File: src/rtl/score_bcd_pkg.sv
// Shared types and constants for the score BCD converter.
// Holds the FSM state encoding, the binary width and the saturation limit helper.
package score_pkg;

    typedef enum logic [1:0] {
        IDLE,
        SHIFT,
        DONE
    } state_t;

    localparam int BIN_W      = 32;
    localparam int DIGITS_DEF = 8;

    // Largest value representable in 'digits' decimal digits (10^digits - 1).
    function automatic logic [BIN_W-1:0] max_bcd_val(input int digits);
        logic [BIN_W-1:0] value;
        value = 1;
        for (int i = 0; i < digits; i++) begin
            value = value * 10;
        end
        return value - 1;
    endfunction

endpackage

File: src/rtl/score_bcd_if.sv
// Bus between the distance source / score consumers and the BCD converter.
// The master drives the conversion request; the slave (converter) returns results.
interface score_bcd_if
    import score_pkg::*;
#(
    parameter int DIGITS = DIGITS_DEF
);

    logic                  start;
    logic [BIN_W-1:0]      tot_distance;
    logic [DIGITS*4-1:0]   bcd;
    logic                  done;
    logic                  busy;
    logic [BIN_W-1:0]      high_bin;
    logic                  new_high;

    modport master (
        output start,
        output tot_distance,
        input  bcd,
        input  done,
        input  busy,
        input  high_bin,
        input  new_high
    );

    modport slave (
        input  start,
        input  tot_distance,
        output bcd,
        output done,
        output busy,
        output high_bin,
        output new_high
    );

endinterface

File: src/rtl/score_bcd_dabble_nibble.sv
// One BCD digit of the double-dabble adjust step: add 3 when the digit is 5 or more
// so the following left shift carries correctly into the next decimal digit.
module dabble_nibble (
    input  logic [3:0] digit,
    output logic [3:0] adjusted
);

    assign adjusted = (digit >= 4'd5) ? (digit + 4'd3) : digit;

endmodule

File: src/rtl/score_bcd.sv
// Samples the running distance on start, saturates it to DIGITS nines, converts it
// to packed BCD with a 32-step shift-and-add-3 engine, and tracks the session high score.
module score_bcd
    import score_pkg::*;
#(
    parameter int DIGITS = DIGITS_DEF
) (
    input  logic        Clk,
    input  logic        Reset_n,
    score_bcd_if.slave  bus
);

    localparam int               BCD_W   = DIGITS * 4;
    localparam int               SCR_W   = BCD_W + BIN_W;
    localparam logic [BIN_W-1:0] MAX_VAL = max_bcd_val(DIGITS);

    state_t             state;
    state_t             next_state;
    logic [4:0]         count;
    logic [SCR_W-1:0]   scratch;
    logic [SCR_W-1:0]   adjusted;
    logic [BIN_W-1:0]   sat;
    logic [BIN_W-1:0]   sat_q;
    logic [BIN_W-1:0]   high_q;
    logic [BCD_W-1:0]   bcd_q;
    logic               done_q;
    logic               busy_q;
    logic               new_high_q;
    logic               load;
    logic               shift;
    logic               finish;

    assign sat = (bus.tot_distance > MAX_VAL) ? MAX_VAL : bus.tot_distance;

    // Only the BCD field is adjusted; the binary field just shifts through.
    assign adjusted[BIN_W-1:0] = scratch[BIN_W-1:0];

    for (genvar i = 0; i < DIGITS; i++) begin : g_nibble
        dabble_nibble u_nibble (
            .digit    (scratch [BIN_W + 4*i +: 4]),
            .adjusted (adjusted[BIN_W + 4*i +: 4])
        );
    end

    always_comb begin
        next_state = state;
        load       = 1'b0;
        shift      = 1'b0;
        finish     = 1'b0;
        case (state)
            IDLE: begin
                if (bus.start) begin
                    load       = 1'b1;
                    next_state = SHIFT;
                end
            end
            SHIFT: begin
                shift = 1'b1;
                if (count == 5'd31) begin
                    next_state = DONE;
                end
            end
            DONE: begin
                finish     = 1'b1;
                next_state = IDLE;
            end
            default: begin
                next_state = IDLE;
            end
        endcase
    end

    // busy tracks the registered next state so it rises at the latch edge and falls with done.
    always_ff @(posedge Clk or negedge Reset_n) begin
        if (!Reset_n) begin
            state      <= IDLE;
            count      <= '0;
            scratch    <= '0;
            sat_q      <= '0;
            high_q     <= '0;
            bcd_q      <= '0;
            done_q     <= 1'b0;
            busy_q     <= 1'b0;
            new_high_q <= 1'b0;
        end else begin
            state      <= next_state;
            busy_q     <= (next_state != IDLE);
            done_q     <= 1'b0;
            new_high_q <= 1'b0;
            if (load) begin
                sat_q   <= sat;
                scratch <= {{BCD_W{1'b0}}, sat};
                count   <= '0;
            end
            if (shift) begin
                scratch <= {adjusted[SCR_W-2:0], 1'b0};
                count   <= count + 5'd1;
            end
            if (finish) begin
                bcd_q  <= scratch[SCR_W-1 -: BCD_W];
                done_q <= 1'b1;
                if (sat_q > high_q) begin
                    high_q     <= sat_q;
                    new_high_q <= 1'b1;
                end
            end
        end
    end

    assign bus.bcd      = bcd_q;
    assign bus.done     = done_q;
    assign bus.busy     = busy_q;
    assign bus.high_bin = high_q;
    assign bus.new_high = new_high_q;

endmodule

File: src/flat_wrapper.sv
// flat-port wrapper written by rule: the top's interface ports become plain ports
module score_bcd_flat import score_pkg::*;
#(
    parameter int DIGITS = DIGITS_DEF
)
  (Clk, Reset_n, bus_start, bus_tot_distance, bus_bcd, bus_done, bus_busy, bus_high_bin, bus_new_high);
  score_bcd_if #(.DIGITS(DIGITS)) bus_i ();
  input  logic Clk;
  input  logic Reset_n;
  input wire logic [$bits(bus_i.start)-1:0] bus_start;
  input wire logic [$bits(bus_i.tot_distance)-1:0] bus_tot_distance;
  output wire logic [$bits(bus_i.bcd)-1:0] bus_bcd;
  output wire logic [$bits(bus_i.done)-1:0] bus_done;
  output wire logic [$bits(bus_i.busy)-1:0] bus_busy;
  output wire logic [$bits(bus_i.high_bin)-1:0] bus_high_bin;
  output wire logic [$bits(bus_i.new_high)-1:0] bus_new_high;
  assign bus_i.start = bus_start;
  assign bus_i.tot_distance = bus_tot_distance;
  assign bus_bcd = bus_i.bcd;
  assign bus_done = bus_i.done;
  assign bus_busy = bus_i.busy;
  assign bus_high_bin = bus_i.high_bin;
  assign bus_new_high = bus_i.new_high;
  score_bcd #(.DIGITS(DIGITS)) u_core (.Clk(Clk), .Reset_n(Reset_n), .bus(bus_i));
endmodule
File: config.mk
export PLATFORM = sky130hd
export DESIGN_NAME = score_bcd_flat
export DESIGN_NICKNAME = d
export VERILOG_FILES = /design/src/rtl/score_bcd_pkg.sv /design/src/rtl/score_bcd_if.sv /design/src/rtl/score_bcd_dabble_nibble.sv /design/src/rtl/score_bcd.sv /design/src/flat_wrapper.sv
export SDC_FILE = /design/constraint.sdc
export NUM_CORES = 1
export LEC_CHECK = 0
export BUFFER_PORTS_ARGS = -buffer_cell sky130_fd_sc_hd__buf_2
export CELL_PAD_IN_SITES_DETAIL_PLACEMENT = 0
export CELL_PAD_IN_SITES_GLOBAL_PLACEMENT = 1
export CORE_MARGIN = 8
export CORE_UTILIZATION = 42
export CTS_BUF_LIST = sky130_fd_sc_hd__clkbuf_8
export CTS_CLUSTER_SIZE = 12
export DETAILED_ROUTE_END_ITERATION = 10
export PLACE_DENSITY = 0.85
export SYNTH_ARGS = -nofsm -noshare
export SYNTH_HDL_FRONTEND = slang
export SYNTH_HIERARCHICAL = 1
export SYNTH_SLANG_ARGS = --single-unit
export TNS_END_PERCENT = 1
File: constraint.sdc
create_clock -name Clk -period 2.6 [get_ports Clk]
set_clock_uncertainty 0.2 [all_clocks]
set_input_delay 0 -clock Clk [delete_from_list [all_inputs] [get_ports Clk]]
set_output_delay 0 -clock Clk [all_outputs]
set_load 0.05 [all_outputs]
# Word-level counts from Yosys, hierarchy flattened
# Index checks and enable logic that the tools add are counted.
[word_totals] ff_bits=170 in_bits=35 word_cells=58
[classes] n_reduce_logical=4 mux=23 n_addsub=9 order_cmp=10 eq_ne=3
[op_table] operator="64-bit two-way mux" n=2
[op_table] operator="4-bit by 3-bit >= comparator with 1-bit output (second input constant)" n=8
[op_table] operator="32-bit by 27-bit greater-than comparator with 1-bit output (second input constant)" n=1
[op_table] operator="32-bit greater-than comparator" n=1
[op_table] operator="32-bit two-way mux" n=1
[op_table] operator="4-bit by 2-bit adder with 4-bit output (second input constant)" n=7
[op_table] operator="4-bit two-way mux" n=7
[op_table] operator="5-bit two-way mux" n=2
[op_table] operator="1-bit two-way mux" n=7
[op_table] operator="5-bit by 1-bit adder with 5-bit output (second input constant)" n=1
[op_table] operator="5-bit equality test (second input constant)" n=1
[op_table] operator="2-bit two-way mux" n=2
[op_table] operator="2-bit one-hot mux with 2 select lines" n=1
[op_table] operator="2-bit nonzero test" n=2
[op_table] operator="3-bit by 2-bit adder with 3-bit output (second input constant)" n=1
[op_table] operator="3-bit two-way mux" n=1
[op_table] operator="2-bit by 1-bit equality test with 1-bit output (second input constant)" n=1
[op_table] operator="2-bit equality test (second input constant)" n=1
[op_table] operator="2-bit zero test" n=1
[op_table] operator="2-bit AND reduction" n=1

# Logic depth before layout (Yosys ltp)
[logic_depth] word_depth=4 depth_mapped=9 ltp_nobuf=8

# By module
# Netlist, hierarchy kept.
[modules_own_cells] mod="score_bcd" cells_per_inst=579 n_inst=1 seq_area_each_um2=4254.1 area_per_inst_um2=7372.1
[modules_own_cells] mod="dabble_nibble" cells_per_inst=16 n_inst=8 seq_area_each_um2=0.0 area_per_inst_um2=101.3

# Least setup slack after synthesis
# Ideal clock, no wire load.
[synth_timing] path_kind="flip-flop to flip-flop" startpoint="reg u_core.high_q[7] (netlist: u_core/bus.high_bin[7])" endpoint="reg u_core.high_q[0] (netlist: u_core/bus.high_bin[0])" slack_ns=-0.581 arrival_time_ns=2.855 stages_incl_launch_ff=10 setup_time_ns=0.125 path_buffers=1 synth_period_minus_slack_ns=3.181 path_cell_list="dfrtp_1 inv_1 ha_1 a41o_1 a21oi_1 nor3_1 or4b_1 a41oi_4 buf_12 mux2_4"
[synth_between] elab_chain_len=2
[synth_rtl] element="start: declaration" line_no="score_bcd.sv:24" source="logic [BIN_W-1:0] high_q;"
[synth_rtl] element="start signal: assignment" line_no="score_bcd.sv:103" source="high_q <= sat_q;"
[synth_rtl] element="32-bit greater-than comparator" line_no="score_bcd.sv:102" source="if (sat_q > high_q) begin"
[synth_rtl] element="2-bit AND reduction (no line)"
# No other way between the ends.
# A chain may end at the register's enable or synchronous reset.

# Final worst setup path
[layout_timing] startpoint="reg u_core.sat_q[11]" endpoint="reg u_core.high_q[17] (netlist: u_core/bus.high_bin[17])"
[layout_between] elab_chain_len=2
[layout_rtl] element="start: declaration" line_no="score_bcd.sv:23" source="logic [BIN_W-1:0] sat_q;"
[layout_rtl] element="start signal: assignment" line_no="score_bcd.sv:91" source="sat_q <= sat;"
[layout_rtl] element="32-bit greater-than comparator" line_no="score_bcd.sv:102"
[layout_rtl] element="2-bit AND reduction (no line)"
# No other way between the ends.

==> results by group <==
Drt
  • DRT Wirelength: 19600 um
  • DRC viols: 0
  • Via count: 6105
  • DR WL/cell: 16.3 um
  • Routed Antenna Nets: 0
  • 1st-iter DRT viols: 299
  • Drt first pass iters: 5
  • DR vias/cell: 5.07

Critical path
  • Worst EP arrival: 3.04 ns
  • Register-to-Register Setup Slack: -0.30 ns
  • Crit end category: flip-flop
  • CP Class: reg2reg
  • Top delay family on crit path: simple AND/OR/NAND/NOR gates
  • Crit path largest cell delay: 0.62 ns
  • Worst EP required: 2.74 ns
  • CP max FO: 5
  • RR Endpoint: u_core/bus.high_bin[17]
  • Cell-by-cell trace of the critical path: ha_4 > nand4_1 > or4_4 > o21ai_2 > a21oi_2 > a41oi_4 > buf_6 > clkbuf_16 > mux2_4
  • Buf/Inv on CP: 2
  • R2R Path Start: u_core/sat_q[11]
  • Critical Path Source: u_core/sat_q[11]
  • Startpoint Class: flip-flop
  • Worst path slowest cell: or4_4
  • R2R depth: 9

Power and ir drop
  • Sequential share of power: 41.5%
  • Sw power: 3.31 mW
  • Peak supply drop: 0.393 mV
  • PD cells: 892 nW/um2
  • Int Pwr: 6.23 mW
  • Leakage: 5.36 nW
  • Gate power share: 37.8%
  • Clock share of power: 20.7%
  • Switching Share: 34.7%

GRT
  • Largest net degree at the start of global routing: 71
  • First-pass GRT wire length: 32700 um
  • Initial antenna violation count: 0
  • Vias in the first global route: 6399
  • Gr usage total: 16.9%
  • Gr ovfl total: 0

Timing
  • Relative slew slack: 54.2%
  • RSZ-0062 raised after global routing: true
  • Period utilization: 112%
  • Final hold viol count: 0
  • Final setup viols: 33
  • Final worst slack: -0.303 ns
  • Slew Viols, Final: 0
  • F_max: 344 MHz
  • Slew @ Worst Pin: 0.688 ns
  • Crit path time final: 2.90 ns
  • TNS Setup: -9.05 ns

Cells and area
  • Antenna diodes: 0
  • Final core utilization: 55.5%
  • Nets@finish: 1011
  • Share of cells above drive strength 1: 38.1%
  • Area grow syn2layout: 31.1%
  • Final Instance Area: 10700 um2

Clock network
  • CTS Sinks: 170
  • Clk_lat worst skew: 0.46 ns
  • Max clock buf depth: 2
  • CTS tree: built
  • TritonCTS Buffers: 17
  • H-tree level count: 4
  • Clk root buf: clkbuf_8
  • Reg clk slew, reported paths: 0.09 ns

Synth
  • Avg Inst Size Synth: 11.6 um2
  • Yosys warning count: 6
  • Net Count, Synth: 788
  • Mapped Area: 8160 um2
  • Post-Syn Instances: 703

Hold path
  • Hold crit path type: in2reg
  • WHS Endpoint: u_core/scratch[24]
  • Hold depth: 6
  • Hold_sp: bus_tot_distance[30]

Place
  • Placed cell areas: 9690 um2
  • PortBufs: 101
  • DP Wirelength: 13000 um
  • RePlAce Congestion: 0.783

Run
  • Max_cap viols: 0

Floorplan
  • Row count: 51
  • Die area: 24200 um2
  • Ports: 102
  • Die height: 155 um
  • Die Width: 155 um
  • Core area: 19300 um2
  • Initial core utilization: 42.4%

Status
  • Violated checks: setup timing
  • Status: complete, but fails checks
stage by stage:
step | hold slack (ns) | setup slack, ns | power [mW] | cells
floorplan | -0.496 | -0.302 | 6.39 | 703
global placement | -0.134 | -0.221 | 7.34 | 1124
global route | 0.0556 | -0.372 | 10.3 | 1204
finish | 0.0558 | -0.303 | 9.54 | 1204
CTS | 0.00562 | -0.233 | 9.61 | 1197
detailed placement | -0.131 | -0.247 | 7.48 | 1124
layout by cell type (no fill, tap or decap), drive strengths merged, types with 4 or more instances in the layout:
master / n
buf: 197
dfrtp: 170
inv: 64
mux2: 64
nand2: 58
o21ai: 58
ha: 50
dlygate4sd3: 39
a22o: 39
a22oi: 27
a21oi: 24
clkbuf: 20
nor3: 17
nand2b: 16
o22a: 16
nor2: 12
nand4: 11
mux2i: 8
xnor2: 8
and2: 6
clkinvlp: 4
nand3: 4
routing by layer:
| layer | routed length (um) | up-vias | part of all wire (%) | GRT usage, % |
|---|---|---|---|---|
| met3 | 786 | 21 | 4.0 | 3.50 |
| met1 | 8900 | 3013 | 45 | 22.0 |
| met2 | 9550 | 120 | 49 | 27.6 |
| met5 | 0 | - | 0 | 0 |
| li1 | - | 2951 | - | - |
| met4 | 365 | 0 | 1.9 | 5.68 |
worst register-to-register path, stage by stage (launching register included):
cell       delay [ns]
dfrtp_1          0.43
ha_4             0.28
nand4_1          0.18
or4_4            0.62
o21ai_2          0.16
a21oi_2          0.08
a41oi_4          0.20
buf_6            0.17
clkbuf_16        0.17
mux2_4           0.30
cell type report:
| type | count | area, um2 |
|---|---|---|
| fillers | 1690 | 8570 |
| flip-flops and latches | 170 | 4290 |
| multi-input cells | 440 | 3700 |
| repair buffers | 237 | 1730 |
| well taps | 265 | 332 |
| clock buffers | 19 | 262 |
| inverters | 60 | 225 |
| clock inverters | 13 | 154 |
sequential cells by signal (all words and copies together), names as in the netlist:
register	cells
u_core/bus.done	1
u_core/bus.busy	1
u_core/sat_q	32
u_core/scratch	64
u_core/bus.new_high	1
u_core/count	5
u_core/state	2
u_core/bus.high_bin	32
u_core/bus.bcd	32
how the worst max path moves through the flow:
stage                         endpoint  cells past startpoint
2_1_floorplan   u_core/bus.high_bin[0]                      9
3_3_place_gp   u_core/bus.high_bin[10]                      9
3_5_place_dp   u_core/bus.high_bin[11]                      8
4_1_cts        u_core/bus.high_bin[27]                     10
5_1_grt         u_core/bus.high_bin[3]                      9
6_report       u_core/bus.high_bin[17]                      9
repair_timing:
item / CTS / global route
pin swaps: 1 / 6
hold buffers: 37 / 2
hold endpoints to repair: 227 / 2
gates resized for setup: 7 / 10
cloned: 1 / 1
endpoints found under the setup margin: 32 / 38
setup buffers: 3 / 4
power groups by stage:
stage / combinational, mW / sequential, mW / clock, mW
finish: 3.61 / 3.96 / 1.98
global route: 4.04 / 4.06 / 2.17
CTS: 3.61 / 3.96 / 2.04
detailed placement: 3.48 / 4.00 / 0
global placement: 3.36 / 3.98 / 0
floorplan: 2.35 / 4.04 / 0
Power figures use the tool's default switching activity.
